## src/rtl/pc_fetch_unit.sv

```systemverilog
// pc_fetch_unit: instruction-fetch stage; holds the PC, selects next PC, drives IF/ID.
// Latency: PC -> IF/ID in 1 edge; redirect penalty 1 cycle (bubble after redirect edge).
// Backpressure: stall freezes PC and IF/ID; a redirect overrides stall; reset overrides all.
//
// Ports:
//   clk, rst          clock, synchronous active-high reset
//   stall             hold PC and IF/ID
//   pc_src            00 PC+4, 01 branch_addr, 10 jump_addr, 11 jr_addr
//   imem_inst         combinational instruction-memory data for pc
//   pc                current PC (instruction-memory address), bits [1:0] always 00
//   if_id_inst/pc4/valid  IF/ID pipeline register
//   pc_page           if_id_pc4[31:28], to the jump-address shifter
//   addr_err          sticky flag: a redirect target was not word aligned
//   fetch_cnt, flush_cnt  present only when FETCH_PERF_CNT_EN is defined
module pc_fetch_unit #(
  parameter logic [31:0] RESET_PC = 32'h0000_0000
) (
  input  logic        clk,
  input  logic        rst,
  input  logic        stall,
  input  logic [1:0]  pc_src,
  input  logic [31:0] branch_addr,
  input  logic [31:0] jump_addr,
  input  logic [31:0] jr_addr,
  input  logic [31:0] imem_inst,
  output logic [31:0] pc,
  output logic [31:0] if_id_inst,
  output logic [31:0] if_id_pc4,
  output logic        if_id_valid,
  output logic [3:0]  pc_page,
  output logic        addr_err
`ifdef FETCH_PERF_CNT_EN
  ,
  output logic [31:0] fetch_cnt,
  output logic [31:0] flush_cnt
`endif
);

  logic        redirect;
  logic [31:0] target;
  logic [31:0] pc_plus4;

  assign redirect = (pc_src != 2'b00);
  assign pc_plus4 = pc + 32'd4;
  assign pc_page  = if_id_pc4[31:28];

  always_comb begin
    target = branch_addr;
    case (pc_src)
      2'b01:   target = branch_addr;
      2'b10:   target = jump_addr;
      2'b11:   target = jr_addr;
      default: target = branch_addr;
    endcase
  end

  always_ff @(posedge clk) begin
    if (rst) begin
      pc          <= RESET_PC;
      if_id_inst  <= 32'd0;
      if_id_pc4   <= 32'd0;
      if_id_valid <= 1'b0;
      addr_err    <= 1'b0;
    end else if (redirect) begin
      // Low bits are forced clear so pc stays word aligned even on a bad target;
      // the misalignment is only reported, never allowed to block the redirect.
      pc          <= {target[31:2], 2'b00};
      if_id_inst  <= 32'd0;
      if_id_pc4   <= 32'd0;
      if_id_valid <= 1'b0;
      if (target[1:0] != 2'b00) begin
        addr_err <= 1'b1;
      end
    end else if (!stall) begin
      pc          <= pc_plus4;
      if_id_inst  <= imem_inst;
      if_id_pc4   <= pc_plus4;
      if_id_valid <= 1'b1;
    end
  end

`ifdef FETCH_PERF_CNT_EN
  always_ff @(posedge clk) begin
    if (rst) begin
      fetch_cnt <= 32'd0;
      flush_cnt <= 32'd0;
    end else if (redirect) begin
      flush_cnt <= flush_cnt + 32'd1;
    end else if (!stall) begin
      fetch_cnt <= fetch_cnt + 32'd1;
    end
  end
`endif

endmodule

```

## config.mk

```make
export PLATFORM = sky130hd
export DESIGN_NAME = pc_fetch_unit
export DESIGN_NICKNAME = d
export VERILOG_FILES = /design/src/rtl/pc_fetch_unit.sv
export SDC_FILE = /design/constraint.sdc
export NUM_CORES = 1
export LEC_CHECK = 0
export CAP_MARGIN = 10
export CELL_PAD_IN_SITES_DETAIL_PLACEMENT = 1
export CELL_PAD_IN_SITES_GLOBAL_PLACEMENT = 1
export CORE_AREA = 2 2 138 140
export DETAILED_ROUTE_END_ITERATION = 10
export DIE_AREA = 0 0 140 142
export HOLD_SLACK_MARGIN = 0.03
export PLACE_DENSITY = 0.84
export SLEW_MARGIN = 0
export SYNTH_ARGS = -nofsm -noshare
export SYNTH_HDL_FRONTEND = slang
export SYNTH_SLANG_ARGS = --single-unit
```

## constraint.sdc

```tcl
create_clock -name clk -period 2 [get_ports clk]
set_input_delay 0.2 -clock clk [delete_from_list [all_inputs] [get_ports clk]]
set_output_delay 0.2 -clock clk [all_outputs]
set_load 0.02 [all_outputs]
```

==> impl_metrics.tcl <==
set metrics [dict create \
    nets 928 \
    syn_to_final_growth_pct 64.06 \
    antenna_left 0 \
    grt_use_total_pct 19.43 \
    synth_cell_type_count 47 \
    critical_path_required_ns 2.28 \
    hold_class "in -> reg" \
    worst-path-max-fanout 9 \
    wirelength_met1_um 7339 \
    antenna_violations_before_repair 1 \
    synth.avg_cell_area_sq_um 8.931 \
    post_synth_instance_area_sq_um 4912 \
    layout_worst_path_cycle_share_pct 94.78 \
    tritoncts "done" \
    path_clk_slew_ns 0.08 \
    met2WireLength_um 9885 \
    fmaxAchievable_mhz 527.6 \
    pin_count 235 \
    power_leakage_nw 3.034 \
    ctsHtreeMaxLevel 3 \
    via_count 5064 \
    place_area_sq_um 7687 \
    routed_wirelength_um 19100 \
    top_layer "met5" \
    worstSetupPathType "reg -> reg" \
    report.final.hold_viol_count 0 \
    cts-buffers-inserted 9 \
    synthesis.instances 550 \
    synth_seq_cells 94 \
    floorplan.rows 50 \
    fin_area_sq_um 8059 \
    arrival_ns 2.17 \
    fp.coreArea_sq_um 18460 \
    tns_ns 0 \
    timing.max_cap.violations 0 \
    place.port_buffers 230 \
    detailedPlacementHpwl_um 14740 \
    worstSetupEndpointType "flop" \
    clock_latency_ns 0.36 \
    floorplan.initialDensity_pct 26.62 \
    number_of_global_route_vias_before_repair 5466 \
    global_route.overflow_total 0 \
    relSlewSlack_pct 60.95 \
    finalCriticalPeriod_ns 1.896 \
    failed_checks "DRC" \
    routabilityCongestion 0.8297 \
    total_power_density_per_cell_area_nw_per_um2 624.2 \
    finClkSkew_ns 0.01330 \
    grt_max_degree 45 \
    worst_pin_slew_ns 0.5858 \
    drt_iter0_markers 205 \
    avgRoutedWirePerCell_um 18.49 \
    grt_first_pass_wirelength_um 29920 \
    peakVddDrop_mv 0.4848 \
    clkSinkCount 94 \
    die_height_um 142 \
    die_width_um 140 \
    timing.final.max_slew_violations 0 \
    n_diodes 0 \
    setup-violations-final 0 \
    ys_warn_count 0 \
    viasPerCell 4.902 \
    result_of_the_run "finished with violations" \
    cts-hold-fix-buffers 0 \
    drc 12 \
    setup.worst_path.start_class "flop" \
    detailroute.wirelength.met3_um 1422 \
    fp.dieArea_sq_um 19880 \
    synth_flop_cell "dfxtp_1" \
    async_reset_ff_share_pct 0 \
    drt-pass1-iter-count 10 \
    synth-seq-area-share_pct 38.31 \
    number_of_enable_type_register_cells_in_the_synthesized_netlist 0 \
    cts_max_path_buffers 2 \
    drive_gt1_share_pct 13.52 \
    unrepaired_setup_endpoints_after_global_routing "no" \
    cts.root.buffer_cell "clkbuf_16" \
]
[worst paths after layout]
check,startpoint,end,slack (ns),cells after the start
max,pc[2],pc[14],0.10,7
min,stall,if_id_pc4[2],0.29,3
max reg2reg,pc[2],pc[14],0.10,7
min reg2reg,if_id_valid,if_id_valid,0.47,1
[layout by cell type (no fill, tap or decap), types with 3 or more instances in the layout]
| cell type | count |
|---|---|
| a211oi_1 | 16 |
| a21oi_1 | 32 |
| a22oi_1 | 5 |
| buf_4 | 52 |
| clkbuf_16 | 9 |
| clkdlybuf4s50_1 | 227 |
| conb_1 | 4 |
| dfxtp_1 | 92 |
| inv_1 | 3 |
| inv_8 | 3 |
| mux2_2 | 6 |
| mux2i_1 | 56 |
| mux4_2 | 8 |
| nand2_1 | 37 |
| nand2b_1 | 9 |
| nand3_1 | 7 |
| nand4_1 | 15 |
| nor2_1 | 66 |
| nor2b_1 | 7 |
| nor3_1 | 7 |
| nor3_2 | 5 |
| nor4_4 | 4 |
| o21ai_0 | 36 |
| o22ai_1 | 4 |
| xnor2_1 | 28 |
| xor2_1 | 24 |
[synthesized netlist by cell type (3+ instances only)]
master    number  area share, %
dfxtp_1       94             38
nor2_1        66            5.0
mux2i_1       56             11
nand2_1       37            2.8
o21ai_0       36            3.7
a21oi_1       32            3.3
clkbuf_1      28            2.1
xnor2_1       28            5.0
xor2_1        24            4.3
a211oi_1      17            2.6
nand4_1       15            1.9
nor3_1        10            1.0
nand2b_1       9            1.1
nand3_1        9           0.92
buf_4          8            1.2
mux4_2         8            3.7
buf_1          7           0.53
buf_2          7           0.71
nor2b_1        7           0.89
mux2_2         6            1.4
a22oi_1        5           0.76
o22ai_1        4           0.51
inv_1          3           0.23
nor4_1         3           0.38
nor4_4         3            1.3
[layout make-up]
class,instances,area [sq um]
Sequential cell,94,1884
Inverter,3,11.26
Tap cell,234,292.8
Fill cell,2096,10400
Multi-Input combinational cell,403,2835
Clock inverter,7,97.59
Timing Repair Buffer,283,2713
Clock buffer,9,225.2
[per-stage QoR]
| stage | total power [mW] | cells | worst slack, ns | util [%] | hold slack, ns |
|---|---|---|---|---|---|
| after floorplan | 2.571 | 553 | 0.004078 | - | 0.3439 |
| after global placement | 3.155 | 1014 | 0.1231 | 41.65 | 0.4545 |
| after detailed placement | 3.182 | 1014 | 0.009774 | 41.65 | 0.4544 |
| after CTS | 5.096 | 1030 | 0.001815 | 43.40 | 0.2836 |
| after global routing | 5.247 | 1033 | 0.01595 | 43.67 | 0.3127 |
| final | 5.030 | 1033 | 0.1045 | 43.67 | 0.2937 |
[layer usage]
layer	vias up	track usage, %
li1	2405	-
met1	2447	21.63
met2	180	35.47
met3	30	5.922
met4	2	6.380
met5	-	0
[repair_timing]
item | 4_1_cts | 5_1_grt
pin swaps | 1 | 2
buffers inserted | 0 | 3
setup endpoints to repair | 2 | 17
resized for setup | 0 | 5
[sequential cells by signal, summed over array words and instances (netlist names)]
register,count
if_id_inst,32
if_id_pc4,30
pc,30
addr_err,1
if_id_valid,1
[cells by family (layout without fill, tap and decap cells)]
| group | Yosys count | in the layout | share of synthesized area (%) |
|---|---|---|---|
| and+or+nand+nor | 174 | 174 | 18.26 |
| AOI/OAI and AO/OA | 102 | 102 | 12.10 |
| DFF | 94 | 94 | 38.31 |
| muxes | 70 | 70 | 16.45 |
| buffers and inverters | 56 | 302 | 5.273 |
| xor gates and xnor gates | 52 | 52 | 9.272 |
| adders and majority gates | 1 | 1 | 0.2547 |
| other | 1 | 4 | 0.07634 |
[report_power, final]
| part | total [mW] | internal (mW) | switching (mW) |
|---|---|---|---|
| Sequential | 2.03 | 1.95 | 0.0841 |
| Combinational | 1.11 | 0.606 | 0.501 |
| Clock | 1.89 | 1.02 | 0.874 |
[worst max-delay path, stage by stage (launching register included)]
cell      delay [ns]
dfxtp_2         0.34
ha_1            0.20
nand3_2         0.15
buf_4           0.21
or4_1           0.49
nor2_1          0.12
xnor2_1         0.07
a211oi_1        0.22
No activity file was read; power rests on OpenSTA's default activity.
